$ cat config.mk
export PLATFORM = sky130hd
export DESIGN_NAME = m3_speed_ramp_ctrl_flat
export DESIGN_NICKNAME = d
export VERILOG_FILES = /design/src/rtl/m3_speed_ramp_ctrl_pkg.sv /design/src/rtl/m3_speed_ramp_ctrl_if.sv /design/src/rtl/m3_speed_ramp_ctrl_round_mirror.sv /design/src/rtl/m3_speed_ramp_ctrl.sv /design/src/flat_wrapper.sv
export SDC_FILE = /design/constraint.sdc
export NUM_CORES = 1
export LEC_CHECK = 0
export CAP_MARGIN = 20
export CELL_PAD_IN_SITES_DETAIL_PLACEMENT = 1
export CELL_PAD_IN_SITES_GLOBAL_PLACEMENT = 2
export CORE_UTILIZATION = 33
export DETAILED_ROUTE_END_ITERATION = 10
export PLACE_DENSITY_LB_ADDON = 0.1
export SLEW_MARGIN = 20
export SYNTH_ARGS = -nofsm -noshare
export SYNTH_HDL_FRONTEND = slang
export SYNTH_SLANG_ARGS = --single-unit
export TNS_END_PERCENT = 10
$ cat constraint.sdc
create_clock -name clkI -period 3.6 [get_ports clkI]
set_clock_uncertainty 0.1 [all_clocks]
set_input_delay 0.54 -clock clkI [delete_from_list [all_inputs] [get_ports clkI]]
set_output_delay 0.54 -clock clkI [all_outputs]
set_load 0.1 [all_outputs]
$ cat src/rtl/m3_speed_ramp_ctrl_pkg.sv
// m3_speed_ramp_ctrl package: FSM state codes, mirror direction encoding,
// default parameter constants and the target clamp helper.
// Optional feature macro: M3_STALL_DET_EN (stall detector / FAULT state).
package m3_speed_ramp_ctrl_pkg;

    typedef enum logic [2:0] {
        ST_IDLE  = 3'd0,
        ST_RAMP  = 3'd1,
        ST_HOLD  = 3'd2,
        ST_BRAKE = 3'd3,
        ST_COAST = 3'd4,
        ST_FLIP  = 3'd5,
        ST_FAULT = 3'd6
    } state_e;

    // Direction of the last INC/DEC request seen by the calculator.
    typedef enum logic {
        RDIR_INC = 1'b0,
        RDIR_DEC = 1'b1
    } rdir_e;

    localparam int unsigned DEF_ROUND_MAX = 4;
    localparam logic [7:0]  DEF_LVL_MAX   = 8'd200;
    localparam logic [15:0] DEF_COAST_CYC = 16'd1000;
`ifdef M3_STALL_DET_EN
    localparam logic [23:0] DEF_STALL_CYC = 24'd4000000;
`endif

    function automatic logic [7:0] clamp_lvl(input logic [7:0] v, input logic [7:0] lim);
        return (v > lim) ? lim : v;
    endfunction

endpackage

$ cat src/rtl/m3_speed_ramp_ctrl_if.sv
// Command / calculator-control bundle of m3_speed_ramp_ctrl.
// master = command source and calculator side, slave = the sequencer.
interface m3_speed_ramp_ctrl_if;
    logic       startI;
    logic       stopI;
    logic       dirI;
    logic [7:0] targetLvlI;
    logic       nextRoundI;
    logic       clrFaultI;
    logic       workingO;
    logic       m3speedINCo;
    logic       m3speedDECo;
    logic       m3forceStopO;
    logic       m3invRotateO;
    logic [7:0] curLvlO;
    logic [2:0] stateO;
    logic       faultO;

    modport master (
        output startI, stopI, dirI, targetLvlI, nextRoundI, clrFaultI,
        input  workingO, m3speedINCo, m3speedDECo, m3forceStopO, m3invRotateO,
               curLvlO, stateO, faultO
    );

    modport slave (
        input  startI, stopI, dirI, targetLvlI, nextRoundI, clrFaultI,
        output workingO, m3speedINCo, m3speedDECo, m3forceStopO, m3invRotateO,
               curLvlO, stateO, faultO
    );
endinterface

$ cat src/rtl/m3_speed_ramp_ctrl_round_mirror.sv
// m3_round_mirror: shadow copy of the calculator's round counter and speed
// level. It sees exactly what the calculator sees (registered INC/DEC and the
// shared nextRound pulse), so lvl tracks the calculator's level.
module m3_round_mirror
    import m3_speed_ramp_ctrl_pkg::*;
#(
    parameter int unsigned ROUND_MAX = DEF_ROUND_MAX,
    parameter logic [7:0]  LVL_MAX   = DEF_LVL_MAX
) (
    input  logic       clkI,
    input  logic       rstI,
    input  logic       clr,
    input  logic       nextRound,
    input  logic       inc,
    input  logic       dec,
    output logic [7:0] lvl
);

    localparam logic [7:0] CNT_RLD = 8'(ROUND_MAX);

    logic [7:0] lvl_q, lvl_d;
    logic [7:0] cnt_q, cnt_d;
    rdir_e      last_q, last_d;

    // Round bookkeeping: a direction change costs one round with no step.
    always_comb begin
        lvl_d  = lvl_q;
        cnt_d  = cnt_q;
        last_d = last_q;
        if (clr) begin
            lvl_d  = 8'd0;
            cnt_d  = CNT_RLD;
            last_d = RDIR_INC;
        end else if (nextRound) begin
            if (inc) begin
                if (last_q != RDIR_INC) begin
                    cnt_d  = CNT_RLD;
                    last_d = RDIR_INC;
                end else if (cnt_q == 8'd0) begin
                    lvl_d = (lvl_q >= LVL_MAX) ? LVL_MAX : lvl_q + 8'd1;
                    cnt_d = CNT_RLD;
                end else begin
                    cnt_d = cnt_q - 8'd1;
                end
            end else if (dec) begin
                if (last_q != RDIR_DEC) begin
                    cnt_d  = CNT_RLD;
                    last_d = RDIR_DEC;
                end else if (cnt_q == 8'd0) begin
                    lvl_d = (lvl_q == 8'd0) ? 8'd0 : lvl_q - 8'd1;
                    cnt_d = CNT_RLD;
                end else begin
                    cnt_d = cnt_q - 8'd1;
                end
            end else begin
                cnt_d = CNT_RLD;
            end
        end
    end

    // Mirror state registers.
    always_ff @(posedge clkI) begin
        if (rstI) begin
            lvl_q  <= 8'd0;
            cnt_q  <= CNT_RLD;
            last_q <= RDIR_INC;
        end else begin
            lvl_q  <= lvl_d;
            cnt_q  <= cnt_d;
            last_q <= last_d;
        end
    end

    assign lvl = lvl_q;

endmodule

$ cat src/rtl/m3_speed_ramp_ctrl.sv
// m3_speed_ramp_ctrl: sequencer above the m3 speed inc/dec calculator.
// Turns start/stop/direction/target commands into working/INC/DEC/forceStop/
// invRotate. Reversal runs brake -> coast -> flip -> restart.
// Optional macro M3_STALL_DET_EN adds a stall timer and the FAULT state.
module m3_speed_ramp_ctrl
    import m3_speed_ramp_ctrl_pkg::*;
#(
    parameter int unsigned ROUND_MAX = DEF_ROUND_MAX,
    parameter logic [7:0]  LVL_MAX   = DEF_LVL_MAX,
    parameter logic [15:0] COAST_CYC = DEF_COAST_CYC
`ifdef M3_STALL_DET_EN
  , parameter logic [23:0] STALL_CYC = DEF_STALL_CYC
`endif
) (
    input  logic               clkI,
    input  logic               rstI,
    m3_speed_ramp_ctrl_if.slave bus
);

    state_e      state_q, state_d;
    logic        work_q, work_d;
    logic        inc_q, inc_d;
    logic        dec_q, dec_d;
    logic        fs_q, fs_d;
    logic        inv_q, inv_d;
    logic [15:0] coast_q, coast_d;
    logic [7:0]  lvl;
    logic [7:0]  tgt;
    logic        brake_req;
    logic        mir_clr;

    assign tgt       = clamp_lvl(bus.targetLvlI, LVL_MAX);
    assign brake_req = bus.stopI | (bus.dirI != inv_q);
    // Calculator is held in reset whenever working is low; mirror follows.
    assign mir_clr   = ~work_q;

    m3_round_mirror #(
        .ROUND_MAX (ROUND_MAX),
        .LVL_MAX   (LVL_MAX)
    ) u_mirror (
        .clkI      (clkI),
        .rstI      (rstI),
        .clr       (mir_clr),
        .nextRound (bus.nextRoundI),
        .inc       (inc_q),
        .dec       (dec_q),
        .lvl       (lvl)
    );

`ifdef M3_STALL_DET_EN
    logic [23:0] stall_q, stall_d;
    logic        fault_q, fault_d;
    logic        stall_run;
    logic        stall_hit;

    assign stall_run = (state_q == ST_RAMP) || (state_q == ST_HOLD) || (state_q == ST_BRAKE);
    assign stall_hit = stall_run && !bus.nextRoundI && (stall_q == STALL_CYC - 24'd1);
`endif

    // Next state and next registered outputs; outputs are decoded for the
    // state being entered so they line up with stateO.
    always_comb begin
        state_d = state_q;
        work_d  = 1'b0;
        inc_d   = 1'b0;
        dec_d   = 1'b0;
        fs_d    = 1'b0;
        inv_d   = inv_q;
        coast_d = coast_q;
`ifdef M3_STALL_DET_EN
        fault_d = 1'b0;
`endif
        case (state_q)
            ST_IDLE: begin
                if (bus.startI && !bus.stopI) begin
                    inv_d   = bus.dirI;
                    work_d  = 1'b1;
                    state_d = ST_RAMP;
                end
            end
            ST_RAMP, ST_HOLD: begin
                work_d = 1'b1;
                if (brake_req) begin
                    dec_d   = 1'b1;
                    state_d = ST_BRAKE;
                end else if (lvl < tgt) begin
                    inc_d   = 1'b1;
                    state_d = ST_RAMP;
                end else if (lvl > tgt) begin
                    dec_d   = 1'b1;
                    state_d = ST_RAMP;
                end else begin
                    state_d = ST_HOLD;
                end
            end
            ST_BRAKE: begin
                work_d = 1'b1;
                if (lvl == 8'd0) begin
                    fs_d    = 1'b1;
                    coast_d = COAST_CYC - 16'd1;
                    state_d = ST_COAST;
                end else begin
                    dec_d = 1'b1;
                end
            end
            ST_COAST: begin
                if (coast_q == 16'd0) begin
                    // Both exits drop working: FLIP resets the calculator.
                    state_d = (bus.stopI || !bus.startI) ? ST_IDLE : ST_FLIP;
                end else begin
                    work_d  = 1'b1;
                    fs_d    = 1'b1;
                    coast_d = coast_q - 16'd1;
                end
            end
            ST_FLIP: begin
                inv_d   = bus.dirI;
                work_d  = 1'b1;
                state_d = ST_RAMP;
            end
`ifdef M3_STALL_DET_EN
            ST_FAULT: begin
                if (bus.clrFaultI) begin
                    state_d = ST_IDLE;
                end else begin
                    fs_d    = 1'b1;
                    fault_d = 1'b1;
                end
            end
`endif
            default: state_d = ST_IDLE;
        endcase
`ifdef M3_STALL_DET_EN
        // Stall overrides everything else while driving.
        if (stall_hit) begin
            state_d = ST_FAULT;
            work_d  = 1'b0;
            inc_d   = 1'b0;
            dec_d   = 1'b0;
            fs_d    = 1'b1;
            fault_d = 1'b1;
        end
`endif
    end

    // FSM and output registers.
    always_ff @(posedge clkI) begin
        if (rstI) begin
            state_q <= ST_IDLE;
            work_q  <= 1'b0;
            inc_q   <= 1'b0;
            dec_q   <= 1'b0;
            fs_q    <= 1'b0;
            inv_q   <= 1'b0;
            coast_q <= 16'd0;
        end else begin
            state_q <= state_d;
            work_q  <= work_d;
            inc_q   <= inc_d;
            dec_q   <= dec_d;
            fs_q    <= fs_d;
            inv_q   <= inv_d;
            coast_q <= coast_d;
        end
    end

`ifdef M3_STALL_DET_EN
    // Stall timer: counts driving cycles since the last round pulse or state change.
    always_comb begin
        stall_d = 24'd0;
        if (stall_run && !bus.nextRoundI && (state_d == state_q))
            stall_d = stall_q + 24'd1;
    end

    // Stall timer and fault flag registers.
    always_ff @(posedge clkI) begin
        if (rstI) begin
            stall_q <= 24'd0;
            fault_q <= 1'b0;
        end else begin
            stall_q <= stall_d;
            fault_q <= fault_d;
        end
    end

    assign bus.faultO = fault_q;
`else
    logic unused_clr_fault;
    assign unused_clr_fault = bus.clrFaultI;
    assign bus.faultO       = 1'b0;
`endif

    assign bus.workingO     = work_q;
    assign bus.m3speedINCo  = inc_q;
    assign bus.m3speedDECo  = dec_q;
    assign bus.m3forceStopO = fs_q;
    assign bus.m3invRotateO = inv_q;
    assign bus.curLvlO      = lvl;
    assign bus.stateO       = state_q;

endmodule

$ cat src/flat_wrapper.sv
// flat-port wrapper written by rule: the top's interface ports become plain ports
module m3_speed_ramp_ctrl_flat import m3_speed_ramp_ctrl_pkg::*;
#(
    parameter int unsigned ROUND_MAX = DEF_ROUND_MAX,
    parameter logic [7:0]  LVL_MAX   = DEF_LVL_MAX,
    parameter logic [15:0] COAST_CYC = DEF_COAST_CYC

)
  (clkI, rstI, bus_startI, bus_stopI, bus_dirI, bus_targetLvlI, bus_nextRoundI, bus_clrFaultI, bus_workingO, bus_m3speedINCo, bus_m3speedDECo, bus_m3forceStopO, bus_m3invRotateO, bus_curLvlO, bus_stateO, bus_faultO);
  m3_speed_ramp_ctrl_if bus_i ();
  input  logic clkI;
  input  logic rstI;
  input wire logic [$bits(bus_i.startI)-1:0] bus_startI;
  input wire logic [$bits(bus_i.stopI)-1:0] bus_stopI;
  input wire logic [$bits(bus_i.dirI)-1:0] bus_dirI;
  input wire logic [$bits(bus_i.targetLvlI)-1:0] bus_targetLvlI;
  input wire logic [$bits(bus_i.nextRoundI)-1:0] bus_nextRoundI;
  input wire logic [$bits(bus_i.clrFaultI)-1:0] bus_clrFaultI;
  output wire logic [$bits(bus_i.workingO)-1:0] bus_workingO;
  output wire logic [$bits(bus_i.m3speedINCo)-1:0] bus_m3speedINCo;
  output wire logic [$bits(bus_i.m3speedDECo)-1:0] bus_m3speedDECo;
  output wire logic [$bits(bus_i.m3forceStopO)-1:0] bus_m3forceStopO;
  output wire logic [$bits(bus_i.m3invRotateO)-1:0] bus_m3invRotateO;
  output wire logic [$bits(bus_i.curLvlO)-1:0] bus_curLvlO;
  output wire logic [$bits(bus_i.stateO)-1:0] bus_stateO;
  output wire logic [$bits(bus_i.faultO)-1:0] bus_faultO;
  assign bus_i.startI = bus_startI;
  assign bus_i.stopI = bus_stopI;
  assign bus_i.dirI = bus_dirI;
  assign bus_i.targetLvlI = bus_targetLvlI;
  assign bus_i.nextRoundI = bus_nextRoundI;
  assign bus_i.clrFaultI = bus_clrFaultI;
  assign bus_workingO = bus_i.workingO;
  assign bus_m3speedINCo = bus_i.m3speedINCo;
  assign bus_m3speedDECo = bus_i.m3speedDECo;
  assign bus_m3forceStopO = bus_i.m3forceStopO;
  assign bus_m3invRotateO = bus_i.m3invRotateO;
  assign bus_curLvlO = bus_i.curLvlO;
  assign bus_stateO = bus_i.stateO;
  assign bus_faultO = bus_i.faultO;
  m3_speed_ramp_ctrl #(.ROUND_MAX(ROUND_MAX), .LVL_MAX(LVL_MAX), .COAST_CYC(COAST_CYC)) u_core (.clkI(clkI), .rstI(rstI), .bus(bus_i));
endmodule
[After elaboration in Yosys (flattened, before gate mapping)]
Index checks and enable logic that the tools add are counted.
Cells by class
  reduce and logical (&&, ||, !) cells: 21
  equality and inequality tests: 13
  order comparisons: 4
  muxes and demuxes: 40
  bitwise gates (word level): 3
  add/subtract/negate cells: 4
Operator list (count)
  2-to-1 mux 8 bit: 14
  2-to-1 mux 16 bit: 2
  one-hot mux 16 bit (2 select lines): 1
  2-to-1 mux 3 bit: 6
  zero test 16 bit: 1
  zero test 8 bit: 2
  subtractor 16 x 1 -> 16 bit (second input constant): 1
  subtractor 8 x 1 -> 8 bit (second input constant): 2
  one-hot mux 3 bit (5 select lines): 1
  2-to-1 mux 1 bit: 11
  adder 8 x 1 -> 8 bit (second input constant): 1
  >= comparator 8 bit (second input constant): 1
  > comparator 8 bit: 1
  > comparator 8 bit (second input constant): 1
  < comparator 8 bit: 1
  inequality test 2 bit (second input constant): 4
  nonzero test 2 bit: 4
  equality test 3 x 2 -> 1 bit (second input constant): 2
  equality test 3 bit (second input constant): 2
  inequality test 2 x 1 -> 1 bit (second input constant): 3
  one-hot mux 1 bit (2 select lines): 3
  AND reduction 3 bit: 2
  AND reduction 6 bit: 1
  AND reduction 2 bit: 2
  other kinds (13): 16
Storage, ports and cells
  output and inout bits: 17
  logic and storage cells: 95
  flip-flop bits (word level): 41
  input bits: 15

[Longest topological paths before layout]
Gate-level depths: netlist of run 1.
  depth after elaboration: 7
  gate-level depth with buffers: 9
  mapped depth without buffers: 9

[Cells and area by module]
A second synthesis of run 1 with hierarchy kept.
Unflattened totals
  cell total of the unflattened synthesis: 316
  area total of the unflattened synthesis: 2583.7 µm²
By module, submodules not included
  m3_speed_ramp_ctrl: area an instance 1477.7 µm², cells an instance 178, sequential area each 480.5 µm², times used 1
  m3_round_mirror: area an instance 1106.1 µm², cells an instance 138, sequential area each 340.3 µm², times used 1

[Worst setup path before layout of run 1]
OpenSTA, ideal clock, no wires.
  kind: input to register
  start: input bus_targetLvlI[2]
  end: register u_core.state_q[0] (netlist: u_core.bus.stateO[0])
  setup slack: 0.841 ns
  stages: 9
  path buffers: 0
  arrival: 2.568 ns
  data required time: 3.409 ns
  library setup time: 0.091 ns
  path through: o31a_1 > o311ai_0 > nand2_1 > ha_1 > nor2b_1 > o211ai_1 > a21oi_1 > o31a_1 > a311oi_1
Between the ends
  word-level cells in the longest chain between the ends: 7
  elaborated cells on any way between the ends: 8
  those cells by class: order compare: 3; mux: 5
RTL lines
  from (decl): RTL line flat_wrapper.sv:16  | input wire logic [$bits(bus_i.targetLvlI)-1:0] bus_targetLvlI;
  > comparator 8 bit: RTL line m3_speed_ramp_ctrl_pkg.sv:30  | return (v > lim) ? lim : v;
  2-to-1 mux 8 bit (*): RTL line m3_speed_ramp_ctrl_pkg.sv:30
  > comparator 8 bit: RTL line m3_speed_ramp_ctrl.sv:89  | end else if (lvl > tgt) begin
  2-to-1 mux 2 bit: RTL line m3_speed_ramp_ctrl.sv:89
  2-to-1 mux 3 bit (*): RTL line m3_speed_ramp_ctrl.sv:86  | end else if (lvl < tgt) begin
  2-to-1 mux 3 bit (*): RTL line m3_speed_ramp_ctrl.sv:83  | if (brake_req) begin
  one-hot mux 3 bit (5 select lines) (*): RTL line m3_speed_ramp_ctrl.sv:73  | case (state_q)
  to (signal assigned): RTL line m3_speed_ramp_ctrl.sv:157  | state_q <= state_d;
  to (decl): RTL line m3_speed_ramp_ctrl.sv:20  | state_e state_q, state_d;
Mark *: on every way between the ends. The rest lies on a longest branch, timed or not.
A chain may end at the register's enable or synchronous reset.

[Worst setup path after layout of run 1]
Ends and elaborated chain as after synthesis.

==> metrics.txt, run 1 <==
leading cell types by count after synthesis dfxtp_1, nor2_1, nand2_1; Yosys top cell area share 31.3%; Starting Density 34.1%; Clock Latency Late Sink 0.30 ns; largest net degree at the start of global routing 18; cell count after synthesis 317; top-count cell post-synth dfxtp_1; Routed WL 6830 um; Max Root-Sink Buffers 2; ys flop type dfxtp_1; Max-Slew Margin vs Limit 35.4%; CP Capture Type flip-flop; Vias 2423; Final setup viols 0; hpwl dp 5110 um; Die X 91.1 um; data arrival time of the critical path 3.07 ns; CP Class input pin to flip-flop; slowest stage delay, CP 0.42 ns; drt initial violations 113; outcome completed; Setup WS post-layout 0.646 ns; post-CTS setup buffer count 0; area delta synth->final 17.9%; crit path time final 2.95 ns; initial antenna violation count 0; Die ar. 8300 um2; register area share after synthesis 31.3%; Worst-path clk slew 0.09 ns; DR vias/cell 5.47; VDD IR-drop max 321 uV; RSZ-0062 raised after global routing no; CP Max Fanout 4; Hold-fix buffers, CTS 0; Setup TNS 0 ns; first-pass GRT wire length 11800 um; Synthesis Warnings 0; global route overflow 0; htree depth 2; number of cell rows 32; Post-route DRC 0; Core Region 7690 um2; critical path launch point type input pin; vias in the first global route 2377; max-slew violations 0; Tcrit/Tclk final 82.1%; mean post-synth cell area 8.26 um2; Lkg Pwr 1.14 nW; Yosys reg bits 41; Root Buffer clkbuf_8; CTS tree done; maxcap violations 0; share of cells above drive strength 1 8.80%; synth top area cells dfxtp_1, ha_1, nor2_1; Worst path slowest cell clkdlybuf4s50_1; ANT cells 0; Nets 369; Worst-Margin Slew 0.966 ns; post_cts resized 0; Post-Place Setup Slack 0.313 ns; IO Pins 32; max frequency 0.339 GHz; pwr/cell area 692 nW/um2; cell area after synthesis 2620 um2; post-DR wirelength/cell 15.4 um; Initial DRT Pass Iterations 4; die height 91.1 um; number of synthesized flops with an enable pin 0; Placed Cells 435; post-synth cell types 62; total global-route track usage 17.5%; antenna-violating nets left 0; final cell count without fillers 443; Req. time, crit path 3.71 ns; Crit path top cell by count o31a_1; critical path, cell by cell clkdlybuf4s50_1 > o31a_1 > o311ai_0 > buf_4 > nand2_1 > ha_1 > nor2b_1 > o211ai_1 > a21oi_1 > o31a_1 > a311oi_1; CTS sink count 41; syn nets 346; worst min-delay path class flip-flop to flip-flop; Hold Vio Cnt, Final 0; area leader, netlist dfxtp_1; Placer Congestion 0.767; port bufs 29; Num CTS Buffers 5; asr flop ratio synth 0%
-- sequential cells by signal, indices dropped and copies added (netlist names) --
name,cells
u_core.bus.m3forceStopO,1
u_core.u_mirror.last_q,1
u_core.bus.workingO,1
u_core.u_mirror.lvl,8
u_core.u_mirror.cnt_q,8
u_core.coast_q,16
u_core.bus.m3speedINCo,1
u_core.bus.stateO,3
u_core.bus.m3speedDECo,1
u_core.bus.m3invRotateO,1
-- cells in the final DEF, fill, tap and decap left out, types with 3 or more instances in the layout --
cell type	instances
dfxtp_1	41
o31ai_1	3
a32o_1	3
o32ai_1	3
inv_1	11
xnor2_1	9
nand2_1	26
or4_1	3
o211ai_1	3
mux2i_1	5
o2111ai_1	3
nor2_1	33
a211oi_1	3
and3_1	4
nand3_1	10
buf_4	10
nand2b_1	6
or3_1	4
nor4_1	5
and2_1	4
o21ai_0	11
clkdlybuf4s50_1	21
nand4_1	3
ha_1	14
a21oi_1	22
a31oi_1	5
nor2b_1	7
xor2_1	11
clkbuf_8	6
nor3_1	8
-- where the power goes --
part	total (W)	switching [W]	internal, W
logic	0.00106	0.000715	0.000347
clock network	0.000401	0.000174	0.000227
registers	0.000672	0.000134	0.000539
-- path summary, 6_finish.rpt --
check | start | to | slack [ns] | cells after the start
max | bus_targetLvlI[2] | u_core.bus.stateO[0] | 0.65 | 11
min | u_core.coast_q[9] | u_core.coast_q[9] | 0.42 | 2
max reg2reg | u_core.u_mirror.lvl[0] | u_core.coast_q[3] | 1.29 | 6
min reg2reg | u_core.coast_q[9] | u_core.coast_q[9] | 0.42 | 2
-- area by class of cell --
| cell class | count | area, um2 |
|---|---|---|
| fill | 944 | 4600 |
| multi-input combinational | 250 | 1700 |
| sequential | 41 | 821 |
| timing repair buffer | 31 | 285 |
| tap | 102 | 128 |
| clock buffer | 7 | 86.3 |
| inverter | 11 | 41.3 |
| clock inverter | 1 | 30.0 |
-- critical path, delay by kind of cell --
family | cells | cell delay [ns]
compound gates | 6 | 1.44
fa+ha+maj | 1 | 0.29
buf+inv | 2 | 0.60
simple gates | 2 | 0.19
-- stage by stage --
| stage | instance area, um2 | hold slack [ns] | utilization (%) | total power [W] |
|---|---|---|---|---|
| after floorplan | 2620 | 0.373 | - | 0.00150 |
| after global placement | 2970 | 0.399 | 38.6 | 0.00174 |
| after detailed placement | 2970 | 0.410 | 38.6 | 0.00175 |
| after CTS | 3090 | 0.423 | 40.2 | 0.00216 |
| after global routing | 3090 | 0.450 | 40.2 | 0.00230 |
| final | 3090 | 0.415 | 40.2 | 0.00213 |
-- cell families (layout without fill, tap and decap cells) --
logic type | count (synthesis) | after routing | synth area share (%)
muxes | 5 | 5 | 1.91
and+or+nand+nor | 132 | 132 | 28.3
DFF | 41 | 41 | 31.3
adders and majority gates | 14 | 14 | 6.69
xor gates and xnor gates | 20 | 20 | 6.69
buffers and inverters | 26 | 50 | 3.92
other | 1 | 1 | 0.143
AOI/OAI and AO/OA | 78 | 78 | 21.0
-- routing by layer --
metal  vias to the layer above  track usage, %  share of wire, %
met2                        31            29.2                46
met4                         0            3.97              0.98
met3                         6            3.18               2.6
met5                         -               0                 0
li1                       1207               -                 -
met1                      1179            23.4                51
(Power assumes the default switching activity.)
==> run 2, diff against run 1 <==
CORE_UTILIZATION = 30   (was 33)
clock period = 2.7 ns   (was 3.6 ns; I/O delays follow)
==> run 2 against run 1 <==
Net effect:
- critical path type unchanged
- register-to-register slack got worse by 0.72 ns
- critical endpoint unchanged
- sequential power increased by 32%
- critical path depth did not move
- flip-flop and latch count is the same
- largest power group unchanged
- die area grew 9.8%
- routed wire length rose by 4.9%
- non-clock buffer count rose by 18
==> metrics.txt, run 2 (synthesized netlist as in run 1, its figures left out) <==
DR vias/cell 5.36; IO Pins 32; max frequency 0.397 GHz; Final setup viols 0; area delta synth->final 22.0%; critical path launch point type input pin; die height 95.4 um; Tot Pwr 0.00276 W; Die X 95.4 um; Root Buffer clkbuf_8; first-pass GRT wire length 12100 um; outcome completed; drt initial violations 89; Max-Slew Margin vs Limit 53.3%; Clock Latency Late Sink 0.30 ns; antenna-violating nets left 0; worst min-delay path class flip-flop to flip-flop; Hold Vio Cnt, Final 0; number of cell rows 33; initial antenna violation count 0; Placer Congestion 0.759; Worst-path clk slew 0.08 ns; post-DR wirelength/cell 15.4 um; Initial DRT Pass Iterations 4; Largest register FFs 16; htree depth 2; CP Capture Type flip-flop; global route overflow 0; Routed WL 7160 um; Num CTS Buffers 5; Req. time, crit path 2.81 ns; Worst-Margin Slew 0.700 ns; CTS tree done; Die ar. 9110 um2; VDD IR-drop max 767 uV; largest net degree at the start of global routing 17; Setup TNS 0 ns; final cell count without fillers 464; CP Class input pin to flip-flop; Max Root-Sink Buffers 2; share of cells above drive strength 1 17.0%; Tcrit/Tclk final 93.3%; RSZ-0062 raised after global routing no; port bufs 29; Post-route DRC 0; most frequent cells in the layout dfxtp_1, buf_4, nor2_1; Post-Place Setup Slack -0.472 ns; Placed Cells 455; crit path time final 2.52 ns; minimum hold slack 0.423 ns; hpwl dp 5430 um; maxcap violations 0; data arrival time of the critical path 2.63 ns; Nets 387; max-slew violations 0; ANT cells 0; most common cell after layout, fill and taps aside dfxtp_1; Setup WS post-layout 0.180 ns; vias in the first global route 2403; total global-route track usage 17.2%; Vias 2488; CTS sink count 41; Lkg Pwr 1.23 nW; pwr/cell area 864 nW/um2; CP Max Fanout 3; Hold-fix buffers, CTS 0; Starting Density 31.4%; largest reg by FF count u_core.coast_q; Core Region 8340 um2
==> run 2: cell count changes in the layout (fill, tap and decap cells not counted), moves of 2 or more <==
cell             change
buf_4               +26
clkdlybuf4s50_1     -11
clkinv_2             +2
dlygate4sd2_1        +3
==> run 2: timing repair <==
| action | 4_1_cts | 5_1_grt |
|---|---|---|
| resized for setup | 6 | 2 |
| pin swaps | 8 | 3 |
| setup buffers | 1 | 0 |
| endpoints found under the setup margin | 2 | 2 |
==> run 2: area by class of cell <==
cell class / count / area [um2]
fillers: 1015 / 5150
inverters: 11 / 41.3
flip-flops and latches: 41 / 821
well taps: 105 / 131
clock buffers: 5 / 68.8
multi-input cells: 250 / 1720
repair buffers: 49 / 397
clock inverters: 3 / 17.5
==> run 2: metrics by stage <==
stage	area (um2)	utilization, %
finish	3190	38.3
floorplan	2620	-
global route	3190	38.3
detailed placement	3080	36.9
CTS	3180	38.1
global placement	3080	36.9
==> run 2: layer usage <==
| layer | wire, um | vias up | GRT usage (%) |
|---|---|---|---|
| li1 | - | 1245 | - |
| met3 | 221 | 6 | 2.79 |
| met5 | 0 | - | 0 |
| met2 | 3150 | 45 | 26.5 |
| met4 | 65 | 0 | 4.35 |
| met1 | 3720 | 1192 | 24.8 |
==> run 2: final timing paths <==
kind	startpoint	end	slack [ns]	cells past startpoint
worst max-delay path	bus_targetLvlI[0]	u_core.bus.stateO[0]	0.18	11
worst min-delay path	u_core.u_mirror.cnt_q[7]	u_core.u_mirror.cnt_q[7]	0.42	2
worst min register to register	u_core.u_mirror.cnt_q[7]	u_core.u_mirror.cnt_q[7]	0.42	2
worst max register to register	u_core.bus.stateO[2]	u_core.coast_q[14]	0.57	5
==> run 2: critical path, cell delays in order <==
cell           delay (ns)
dlygate4sd2_1        0.24
o31a_1               0.30
o311ai_2             0.21
buf_4                0.15
nand2_1              0.05
ha_1                 0.29
nor2b_1              0.14
o211ai_1             0.23
a21oi_2              0.10
o31a_1               0.26
a311oi_1             0.24
==> run 2: report_power, final <==
group	leakage, nW	total (W)	internal, W	switching (W)
clock	0.0439	0.000413	0.000179	0.000234
sequential	0.332	0.000890	0.000718	0.000171
combinational	0.853	0.00146	0.000485	0.000973
